==> config.mk <==
export PLATFORM = sky130hd
export DESIGN_NAME = wc_line_engine
export DESIGN_NICKNAME = d
export VERILOG_FILES = /design/src/rtl/wc_line_engine.sv
export SDC_FILE = /design/constraint.sdc
export NUM_CORES = 1
export LEC_CHECK = 0
export CAP_MARGIN = 20
export CORE_AREA = 4 4 147 114
export CTS_CLUSTER_SIZE = 40
export DETAILED_ROUTE_END_ITERATION = 10
export DIE_AREA = 0 0 151 118
export DONT_BUFFER_PORTS = 1
export GPL_TIMING_DRIVEN = 0
export PLACE_DENSITY_LB_ADDON = 0.25
export SLEW_MARGIN = 25
export SYNTH_ARGS = -nofsm -noshare
export SYNTH_HDL_FRONTEND = slang
export SYNTH_SLANG_ARGS = --single-unit
==> constraint.sdc <==
create_clock -name clk -period 2.2 [get_ports clk]
set_input_delay 0.55 -clock clk [delete_from_list [all_inputs] [get_ports clk]]
set_output_delay 0.55 -clock clk [all_outputs]
set_load 0.01 [all_outputs]
==> src/rtl/wc_line_engine.sv <==
// Line fill / write-back engine for the write-back cache: reads the victim tag,
// bursts a dirty victim line to PSRAM, refills the line and writes the new tag.
module wc_line_engine #(
    parameter int IDX_W = 4,
    parameter int WRD_W = 4,
    parameter int TAG_W = 13
) (
    input  logic                             clk,
    input  logic                             rst,
    input  logic                             req_valid,
    output logic                             req_ready,
    input  logic [IDX_W-1:0]                 req_index,
    input  logic [TAG_W-1:0]                 req_tag,
    output logic                             done,
    output logic                             busy,
    output logic                             tag_en,
    output logic                             tag_we,
    output logic [IDX_W-1:0]                 tag_addr,
    output logic [TAG_W+1:0]                 tag_din,
    input  logic [TAG_W+1:0]                 tag_dout,
    output logic                             dat_en,
    output logic [3:0]                       dat_we,
    output logic [IDX_W+WRD_W-1:0]           dat_addr,
    output logic [31:0]                      dat_din,
    input  logic [31:0]                      dat_dout,
    output logic                             ps_cmd_valid,
    input  logic                             ps_cmd_ready,
    output logic                             ps_cmd_write,
    output logic [TAG_W+IDX_W+WRD_W+1:0]     ps_cmd_addr,
    output logic [31:0]                      ps_wdata,
    output logic                             ps_wvalid,
    input  logic                             ps_wready,
    input  logic [31:0]                      ps_rdata,
    input  logic                             ps_rvalid
);

    localparam logic [WRD_W+1:0] LINE_OFS = '0;
    localparam logic [WRD_W-1:0] LAST_WRD = '1;

    typedef enum logic [3:0] {
        S_IDLE,
        S_TAG_RD,
        S_TAG_CHK,
        S_WB_CMD,
        S_WB_DATA,
        S_FILL_CMD,
        S_FILL_DATA,
        S_TAG_WR,
        S_DONE
    } state_t;

    state_t             state;
    state_t             state_nxt;
    logic [IDX_W-1:0]   idx_q;
    logic [TAG_W-1:0]   tag_q;
    logic [TAG_W-1:0]   victim_tag;
    logic [WRD_W-1:0]   cnt;
    logic [WRD_W-1:0]   beat;
    logic               rd_all;
    logic               rd_pend;
    logic               buf_full;
    logic [31:0]        buf_data;
    logic               rd_issue;
    logic               beat_take;

    // NOTE: sequential state uses non-blocking assignments so every register
    // samples pre-edge values regardless of statement order.
    always_ff @(posedge clk) begin
        if (rst) begin
            state      <= S_IDLE;
            idx_q      <= '0;
            tag_q      <= '0;
            victim_tag <= '0;
            cnt        <= '0;
            beat       <= '0;
            rd_all     <= 1'b0;
            rd_pend    <= 1'b0;
            buf_full   <= 1'b0;
            buf_data   <= '0;
        end else begin
            state <= state_nxt;
            case (state)
                S_IDLE: begin
                    if (req_valid) begin
                        idx_q <= req_index;
                        tag_q <= req_tag;
                    end
                end
                S_TAG_CHK: begin
                    victim_tag <= tag_dout[TAG_W-1:0];
                    cnt        <= '0;
                    beat       <= '0;
                    rd_all     <= 1'b0;
                    rd_pend    <= 1'b0;
                    buf_full   <= 1'b0;
                end
                S_WB_DATA: begin
                    // A read issued last cycle lands in the buffer now; the issue
                    // rule guarantees the buffer is empty or draining at that point.
                    rd_pend <= rd_issue;
                    if (rd_issue) begin
                        cnt <= cnt + 1'b1;
                        if (cnt == LAST_WRD) rd_all <= 1'b1;
                    end
                    if (beat_take) beat <= beat + 1'b1;
                    if (rd_pend) begin
                        buf_data <= dat_dout;
                        buf_full <= 1'b1;
                    end else if (beat_take) begin
                        buf_full <= 1'b0;
                    end
                end
                S_FILL_CMD:  cnt <= '0;
                S_FILL_DATA: if (ps_rvalid) cnt <= cnt + 1'b1;
                default: ;
            endcase
        end
    end

    // NOTE: every output gets a default first so no path through the case
    // leaves a value unassigned, which would infer a latch.
    always_comb begin
        state_nxt    = state;
        req_ready    = 1'b0;
        done         = 1'b0;
        busy         = (state != S_IDLE);
        tag_en       = 1'b0;
        tag_we       = 1'b0;
        tag_addr     = '0;
        tag_din      = '0;
        dat_en       = 1'b0;
        dat_we       = 4'h0;
        dat_addr     = '0;
        dat_din      = '0;
        ps_cmd_valid = 1'b0;
        ps_cmd_write = 1'b0;
        ps_cmd_addr  = '0;
        ps_wdata     = buf_data;
        ps_wvalid    = 1'b0;
        rd_issue     = 1'b0;
        beat_take    = 1'b0;

        case (state)
            S_IDLE: begin
                req_ready = 1'b1;
                if (req_valid) state_nxt = S_TAG_RD;
            end
            S_TAG_RD: begin
                tag_en    = 1'b1;
                tag_addr  = idx_q;
                state_nxt = S_TAG_CHK;
            end
            S_TAG_CHK: begin
                if (tag_dout[TAG_W+1] && tag_dout[TAG_W]) state_nxt = S_WB_CMD;
                else                                       state_nxt = S_FILL_CMD;
            end
            S_WB_CMD: begin
                ps_cmd_valid = 1'b1;
                ps_cmd_write = 1'b1;
                ps_cmd_addr  = {victim_tag, idx_q, LINE_OFS};
                if (ps_cmd_ready) state_nxt = S_WB_DATA;
            end
            S_WB_DATA: begin
                ps_wvalid = buf_full;
                beat_take = buf_full && ps_wready;
                rd_issue  = !rd_all && !rd_pend && (!buf_full || beat_take);
                dat_en    = rd_issue;
                dat_addr  = {idx_q, cnt};
                if (beat_take && beat == LAST_WRD) state_nxt = S_FILL_CMD;
            end
            S_FILL_CMD: begin
                ps_cmd_valid = 1'b1;
                ps_cmd_addr  = {tag_q, idx_q, LINE_OFS};
                if (ps_cmd_ready) state_nxt = S_FILL_DATA;
            end
            S_FILL_DATA: begin
                dat_en   = ps_rvalid;
                dat_we   = {4{ps_rvalid}};
                dat_addr = {idx_q, cnt};
                dat_din  = ps_rdata;
                if (ps_rvalid && cnt == LAST_WRD) state_nxt = S_TAG_WR;
            end
            S_TAG_WR: begin
                tag_en    = 1'b1;
                tag_we    = 1'b1;
                tag_addr  = idx_q;
                tag_din   = {1'b0, 1'b1, tag_q};
                state_nxt = S_DONE;
            end
            S_DONE: begin
                done      = 1'b1;
                state_nxt = S_IDLE;
            end
            default: state_nxt = S_IDLE;
        endcase
    end

endmodule
==> results of run 1 <==
## power by group
part	internal [mW]	switching [mW]	leakage (nW)
registers	1.56	0.160	0.626
clock network	0.907	0.582	0.149
logic	0.589	0.870	0.965
## stage by stage
stage | cell area [um2] | instances
after floorplan | 3790 | 492
after global placement | 4040 | 697
after detailed placement | 4040 | 697
after CTS | 4570 | 724
after global routing | 4630 | 724
final | 4630 | 724
## layout by cell type, fill, tap and decap left out, drive strengths merged, types with 6 or more instances in the layout
cell type	synthesis	layout
conb	1	7
nand2	138	138
a22o	13	13
clkbuf	18	27
dfxtp	77	77
nor2	14	14
buf	28	40
and2	62	62
nor3	6	6
a21oi	68	68
## timing repair
action / in CTS / in global routing
gates cloned: 1 / 0
setup endpoints to repair: 74 / 70
buffers inserted: 10 / 0
pin swaps: 5 / 2
resized for setup: 42 / 26
## final timing paths
kind	end	cells past startpoint	from	slack, ns
worst min register to register	victim_tag[0]	2	victim_tag[0]	0.47
worst max-delay path	tag_addr[1]	5	state[1]	-0.03
worst min-delay path	idx_q[2]	2	req_index[2]	0.35
worst max register to register	idx_q[1]	7	state[2]	0.26
## registers in the layout, summed over array words and instances, names as in the netlist, 4 cells and up
signal and flops:
ps_wdata 32, tag_q 13, victim_tag 13, beat 4
cnt 4, idx_q 4, state 4
## layout make-up
type | count | area, um2
Buffer | 46 | 307
Inverter | 4 | 15.0
Timing Repair Buffer | 11 | 90.1
Multi-Input combinational cell | 365 | 2110
Clock buffer | 10 | 239
Sequential cell | 77 | 1550
Clock inverter | 6 | 61.3
Fill cell | 1642 | 10500
Tap cell | 205 | 256
## layer usage
metal	vias up	track usage [%]	wire length (um)
met5	-	0	13
met1	1601	17.2	5460
met4	2	3.06	136
met2	131	21.8	6060
li1	1643	-	-
met3	14	4.93	1110
## kinds of logic after synthesis
family          Yosys count  synth area share (%)
flops                    77                  41.0
compound gates           95                  15.0
fa+ha+maj                 2                 0.665
simple gates            257                  35.6
other cells               1                0.0996
buf+inv                  50                  6.72
xor+xnor                  3                 0.698
mux                       1                 0.266
## worst max-delay path, cell delays in order (launching register included)
cell and delay, ns:
dfxtp_1 0.30, buf_6 0.13, buf_6 0.12, xor2_2 0.18
nor3b_4 0.38, and2_4 0.24
==> impl_metrics.tcl, run 1 <==
set metrics [dict create \
    run_status "finished with violations" \
    violations "negative setup slack" \
    fmax_mhz 448 \
    detail_route.wl_per_cell_um 17.7 \
    setup_violations 4 \
    maxCapViolCount 0 \
    ant_nets 0 \
    worst-setup-path-type "register to output pin" \
    vias 3391 \
    num_io_pins 229 \
    antennaDiodeCount 0 \
    grt_max_degree 14 \
    fp.dieArea_mm2 0.0178 \
    hold_class "input port to register" \
    syn_to_final_growth_pct 23.1 \
    path_max_fanout 7 \
    route.detailed.drc 0 \
    dp_hpwl_mm 10.0 \
    fin_crit_ns 2.23 \
    p_total_mw 4.67 \
    synthTopCellsByCount "nand2_1, dfxtp_1, a21oi_1" \
    ys_ff_latch 77 \
    hold_ws_ns 0.349 \
    worst_slack_ns -0.0331 \
    htreeDepth 3 \
    nets 618 \
    initial_utilization_pct 24.9 \
    fin_crit_sh_pct 102 \
    cts_buffer_depth 2 \
    arrival_ns 1.68 \
    cts_tree "built" \
    wl_mm 12.8 \
    synth_warnings 0 \
    tns_ns -0.0990 \
    worstMarginPinSlew_ns 0.688 \
    track_usage_pct 13.5 \
    skew_ns 0.00513 \
    ys.flop_type "dfxtp_1" \
    drt_iter0_markers 94 \
    synthTopCellsByArea "dfxtp_1, nand2_1, and2_1, a21oi_1, a22o_1" \
    p_leak_nw 1.74 \
    ir_worst_vdd_v 0.000323 \
    synth-edff-count 0 \
    cts_sinks 77 \
    cts_buffers 9 \
    core_area_mm2 0.0151 \
    hold_buffers 0 \
    clock_latency_ns 0.33 \
    final_core_utilization_pct 30.6 \
    synth_cell_types 50 \
    power_density_mw_per_mm2 1010 \
    die_x_um 151 \
    crit_required_ns 1.65 \
    grt_setup_unrepaired "yes" \
    startpoint_type "register" \
    syn_inst 486 \
    grt_pass1_wl_mm 18.7 \
    yosysMostFrequentCell "nand2_1" \
    drive_gt1_share_pct 19.5 \
    vias_per_cell 4.68 \
    avgSynthCellArea_um2 7.74 \
    overflow 0 \
    rows 39 \
    synth_top_area_cell "dfxtp_1" \
    pre_cts_slack_ns -0.198 \
    clk_pin_slew_worst_paths_ns 0.06 \
    cp-end-kind "output pin" \
    grt_pass1_vias 3336 \
    synth_top_area_share_pct 41.0 \
    synth.cell_area_mm2 0.00376 \
    slew_viol_final 0 \
    gp_congestion 0.793 \
    cts_root_buffer "clkbuf_16" \
    async_flop_share_pct 0 \
    grt_antenna_before_repair 1 \
    slew_headroom_pct 53.9 \
    io_buffers 0 \
    final_hold_viol_count 0 \
    seq_area_frac_synth_pct 41.0 \
    fp.dieH_um 118 \
    first_pass_iters 4 \
]
No activity file was read; power rests on OpenSTA's default activity.
==> run 2, diff against run 1 <==
--- a/config.mk
+++ b/config.mk
@@ -6,10 +6,10 @@
 export NUM_CORES = 1
 export LEC_CHECK = 0
 export CAP_MARGIN = 20
-export CORE_AREA = 4 4 147 114
+export CORE_AREA = 4 4 111 87
 export CTS_CLUSTER_SIZE = 40
 export DETAILED_ROUTE_END_ITERATION = 10
-export DIE_AREA = 0 0 151 118
+export DIE_AREA = 0 0 115 91
 export DONT_BUFFER_PORTS = 1
 export GPL_TIMING_DRIVEN = 0
 export PLACE_DENSITY_LB_ADDON = 0.25
==> impl_metrics.tcl, run 2 (synthesized netlist as in run 1, its figures left out) <==
set metrics [dict create \
    cp_slowest_cell "nor3b_4" \
    fp.dieArea_mm2 0.0105 \
    vias_per_cell 5.31 \
    route.detailed.drc 0 \
    largest_register_ffs 32 \
    final_hold_viol_count 0 \
    drive_gt1_share_pct 18.7 \
    final_common_cell "nand2_1" \
    rr_worst_depth 7 \
    cp-end-kind "output pin" \
    grt_antenna_before_repair 0 \
    maxCapViolCount 0 \
    vias 3327 \
    min_to "ps_wdata[12]" \
    wl_mm 11.1 \
    setup_violations 0 \
    core_area_mm2 0.00842 \
    num_io_pins 229 \
    r2r-start "state[1]" \
    gp_congestion 0.821 \
    p_leak_nw 1.74 \
    crit_start "state[1]" \
    cts_root_buffer "clkbuf_16" \
    holdPathStages 2 \
    detail_route.wl_per_cell_um 17.7 \
    crit_chain "buf_6 > buf_8 > xor2_4 > nor3b_4 > and2_4" \
    multi_input_area_mm2 0.00211 \
    first_pass_iters 5 \
    grt_max_degree 14 \
    antennaDiodeCount 0 \
    rows 29 \
    worst_slack_ns 0.00420 \
    hold_class "input port to register" \
    fin_crit_sh_pct 99.8 \
    clock_latency_ns 0.32 \
    stdcell_area_mm2 0.00452 \
    critPathMaxStageDelay_ns 0.35 \
    cts_sinks 77 \
    startpoint_type "register" \
    worst-setup-path-type "register to output pin" \
    seq_area_mm2 0.00155 \
    dp_hpwl_mm 8.65 \
    clk_pin_slew_worst_paths_ns 0.06 \
    slew_viol_final 0 \
    dpl_cell_area_mm2 0.00392 \
    die_x_um 115 \
    cts_tree "built" \
    worstMarginPinSlew_ns 0.611 \
    grt_setup_unrepaired "yes" \
    crit_required_ns 1.65 \
    io_buffers 0 \
    arrival_ns 1.65 \
    grt_pass1_wl_mm 16.6 \
    fin_crit_ns 2.20 \
    grt_pass1_vias 3021 \
    cts_buffers 9 \
    syn_to_final_growth_pct 20.0 \
    hold_buffers 0 \
    cts_buffer_depth 2 \
    p_total_mw 4.72 \
    path_max_fanout 8 \
    overflow 0 \
    skew_ns 0.00589 \
    htreeDepth 3 \
    ff2ff_setup_slack_ns 0.21 \
    run_status "finished, final reports clean" \
    reg2reg_to "tag_q[7]" \
    nets 619 \
    layout_common_cells "nand2_1, dfxtp_1, a21oi_1, and2_1, buf_4" \
    power_density_mw_per_mm2 1050 \
    slew_headroom_pct 58.7 \
    pre_cts_slack_ns -0.144 \
    hp-start "dat_dout[12]" \
    fill_cells 804 \
    drt_iter0_markers 189 \
    fmax_mhz 455 \
    track_usage_pct 19.7 \
    initial_utilization_pct 44.7 \
    ant_nets 0 \
    ir_worst_vdd_v 0.000543 \
    fp.dieH_um 91 \
]
[run 2: changes by cell type in the layout (fill, tap and decap cells not counted), sizes merged]
cell and delta:
clkinv -1, bufinv +1, clkbuf -1, buf +1
[run 2: what timing repair did]
item,CTS,global route
resized for setup,37,21
endpoints found under the setup margin,74,49
pin swaps,3,6
buffers inserted,4,8
cloned,0,0
hold endpoints to repair,0,0
[run 2: cell type report]
cell class,count,share of cell area (%)
Multi-Input combinational cell,365,46.7
Sequential cell,77,34.3
Buffer,46,6.79
Clock buffer,9,4.99
Tap cell,108,2.99
Timing Repair Buffer,12,2.00
Clock inverter,6,1.91
Inverter,4,0.333
[run 2: worst max-delay path by stage]
stage          slack [ns]           to  cells after the start
2_1_floorplan        0.17  tag_addr[0]                      5
3_3_place_gp        -0.09   tag_din[7]                      6
3_5_place_dp        -0.14   tag_din[8]                      5
4_1_cts           -0.0009  tag_addr[2]                      5
5_1_grt             -0.06  tag_addr[2]                      5
6_report            0.004  tag_addr[2]                      5
[run 2: per-stage QoR]
step	utilization [%]	hold WS, ns	instances	setup TNS [ns]
finish	53.6	0.357	627	0
floorplan	-	0.437	492	0
global route	53.6	0.340	627	-0.293
global placement	46.6	0.447	600	-1.15
CTS	52.0	0.344	619	-0.000927
detailed placement	46.6	0.454	600	-1.76
[run 2: worst max-delay path, delay by kind of cell (launching register included)]
kind	cells	cell delay, ns
buf+inv	2	0.26
xor+xnor	1	0.18
flops	1	0.31
simple gates	2	0.57
[run 2: metal layers]
metal | global-route usage [%] | wire length [um] | up-vias
li1 | - | - | 1639
met1 | 27.2 | 4900 | 1549
met2 | 29.8 | 5150 | 135
met3 | 6.84 | 1010 | 4
met4 | 4.20 | 54 | 0
met5 | 0 | 0 | -
[run 2: report_power, final]
group / internal (mW) / switching (mW) / total, mW
clock: 0.986 / 0.554 / 1.54
sequential: 1.57 / 0.155 / 1.72
combinational: 0.604 / 0.853 / 1.46
total: 3.16 / 1.56 / 4.72
==> run 3, diff against run 2 <==
--- a/config.mk
+++ b/config.mk
@@ -7,11 +7,12 @@
 export LEC_CHECK = 0
 export CAP_MARGIN = 20
 export CORE_AREA = 4 4 111 87
+export CTS_CLUSTER_DIAMETER = 200
 export CTS_CLUSTER_SIZE = 40
 export DETAILED_ROUTE_END_ITERATION = 10
 export DIE_AREA = 0 0 115 91
 export DONT_BUFFER_PORTS = 1
-export GPL_TIMING_DRIVEN = 0
+export GPL_TIMING_DRIVEN = 1
 export PLACE_DENSITY_LB_ADDON = 0.25
 export SLEW_MARGIN = 25
 export SYNTH_ARGS = -nofsm -noshare
==> impl_metrics.tcl, run 3 (synthesized netlist as in run 1, its figures left out) <==
set metrics [dict create \
    fp.dieH_um 91 \
    num_io_pins 229 \
    cp-end-kind "output pin" \
    grt_max_degree 81 \
    die_x_um 115 \
    layout_common_cells "nand2_1, dfxtp_1, a21oi_1, and2_1" \
    drt_iter0_markers 225 \
    nets 581 \
    fill_cells 812 \
    crit_required_ns 1.65 \
    route.detailed.drc 0 \
    fin_crit_ns 2.16 \
    power_density_mw_per_mm2 1080 \
    multi_input_area_mm2 0.00203 \
    grt_pass1_wl_mm 14.8 \
    ant_nets 0 \
    fin_crit_sh_pct 98.3 \
    drive_gt1_share_pct 11.2 \
    clock_latency_ns 0.32 \
    worstMarginPinSlew_ns 0.599 \
    rows 29 \
    final_hold_viol_count 0 \
    fmax_mhz 463 \
    final_common_cell "nand2_1" \
    skew_ns 0.00777 \
    detail_route.wl_per_cell_um 17.2 \
    maxCapViolCount 0 \
    grt_antenna_before_repair 0 \
    startpoint_type "register" \
    clk_pin_slew_worst_paths_ns 0.06 \
    run_status "finished, final reports clean" \
    worst_slack_ns 0.0383 \
    cts_sinks 77 \
    cts_root_buffer "clkbuf_16" \
    htreeDepth 3 \
    largest_register_ffs 32 \
    cts_tree "built" \
    vias_per_cell 5.35 \
    worst-setup-path-type "register to output pin" \
    core_area_mm2 0.00842 \
    fp.dieArea_mm2 0.0105 \
    path_max_fanout 12 \
    tns_ns 0 \
    ir_worst_vdd_v 0.000464 \
    cts_buffers 9 \
    p_leak_nw 1.56 \
    use_met1_pct 24.2 \
    setup_violations 0 \
    initial_utilization_pct 44.7 \
    arrival_ns 1.61 \
    antennaDiodeCount 0 \
    dp_hpwl_mm 7.40 \
    vias 3152 \
    slew_headroom_pct 59.5 \
    track_usage_pct 17.3 \
    grt_pass1_vias 2772 \
    wl_mm 10.1 \
    seq_area_mm2 0.00155 \
    syn_to_final_growth_pct 12.5 \
    slew_viol_final 0 \
    grt_setup_unrepaired "yes" \
    busiest_layer "met2" \
    p_total_mw 4.58 \
    first_pass_iters 4 \
    overflow 0 \
    hold_class "input port to register" \
    cts_buffer_depth 2 \
    met3_usage_pct 5.91 \
    grtUsageMet2_pct 26.4 \
    gp_congestion 0.770 \
    io_buffers 0 \
    pre_cts_slack_ns 0.173 \
]
-- run 3: cell count changes in the layout (fill, tap and decap cells not counted), sizes merged --
cell	before	now
clkbuf	26	9
bufinv	2	3
and4bb	3	5
buf	41	18
clkinv	2	1
-- run 3: layout make-up --
cell class | instances | share of cell area, %
repair buffers | 18 | 3.84
inverters | 4 | 0.355
well taps | 108 | 3.19
clock buffers | 9 | 5.32
flip-flops and latches | 77 | 36.6
clock inverters | 6 | 2.63
multi-input cells | 367 | 48.1
-- run 3: metrics by stage --
| step | hold slack (ns) | utilization (%) | cells | instance area (um2) |
|---|---|---|---|---|
| after floorplan | 0.437 | - | 492 | 3790 |
| after global placement | 0.440 | 45.1 | 569 | 3800 |
| after detailed placement | 0.445 | 45.1 | 569 | 3800 |
| after CTS | 0.285 | 49.5 | 586 | 4170 |
| after global routing | 0.279 | 50.3 | 589 | 4230 |
| final | 0.294 | 50.3 | 589 | 4230 |
-- run 3: repair_timing --
action / in CTS / in global routing
resized for setup: 4 / 9
setup endpoints to repair: 19 / 49
hold buffers: 0 / 0
gates cloned: 2 / 0
pin swaps: 1 / 1
setup buffers: 0 / 3
-- run 3: final timing paths --
path,slack [ns],cells past startpoint,endpoint,from
worst max-delay path,0.04,5,dat_en,state[1]
worst min-delay path,0.29,1,ps_wdata[26],rst
worst max register to register,0.37,7,state[1],state[0]
worst min register to register,0.46,2,victim_tag[9],victim_tag[9]
-- run 3: critical path: stages (launching register included) --
cell and delay, ns:
dfxtp_4 0.37, buf_6 0.15, nor4b_4 0.30, nor4b_4 0.32
nor2_4 0.09, inv_2 0.08
-- run 3: metal layers --
metal / up-vias / wire length [um]
li1: 1566 / -
met2: 125 / 4630
met5: - / 0
met3: 2 / 968
met4: 0 / 15
met1: 1459 / 4510
-- run 3: report_power, final --
| group | switching (mW) | total (mW) | internal (mW) |
|---|---|---|---|
| Combinational | 0.730 | 1.20 | 0.468 |
| Clock | 0.555 | 1.66 | 1.10 |
| Sequential | 0.155 | 1.72 | 1.57 |
| Total | 1.44 | 4.58 | 3.14 |
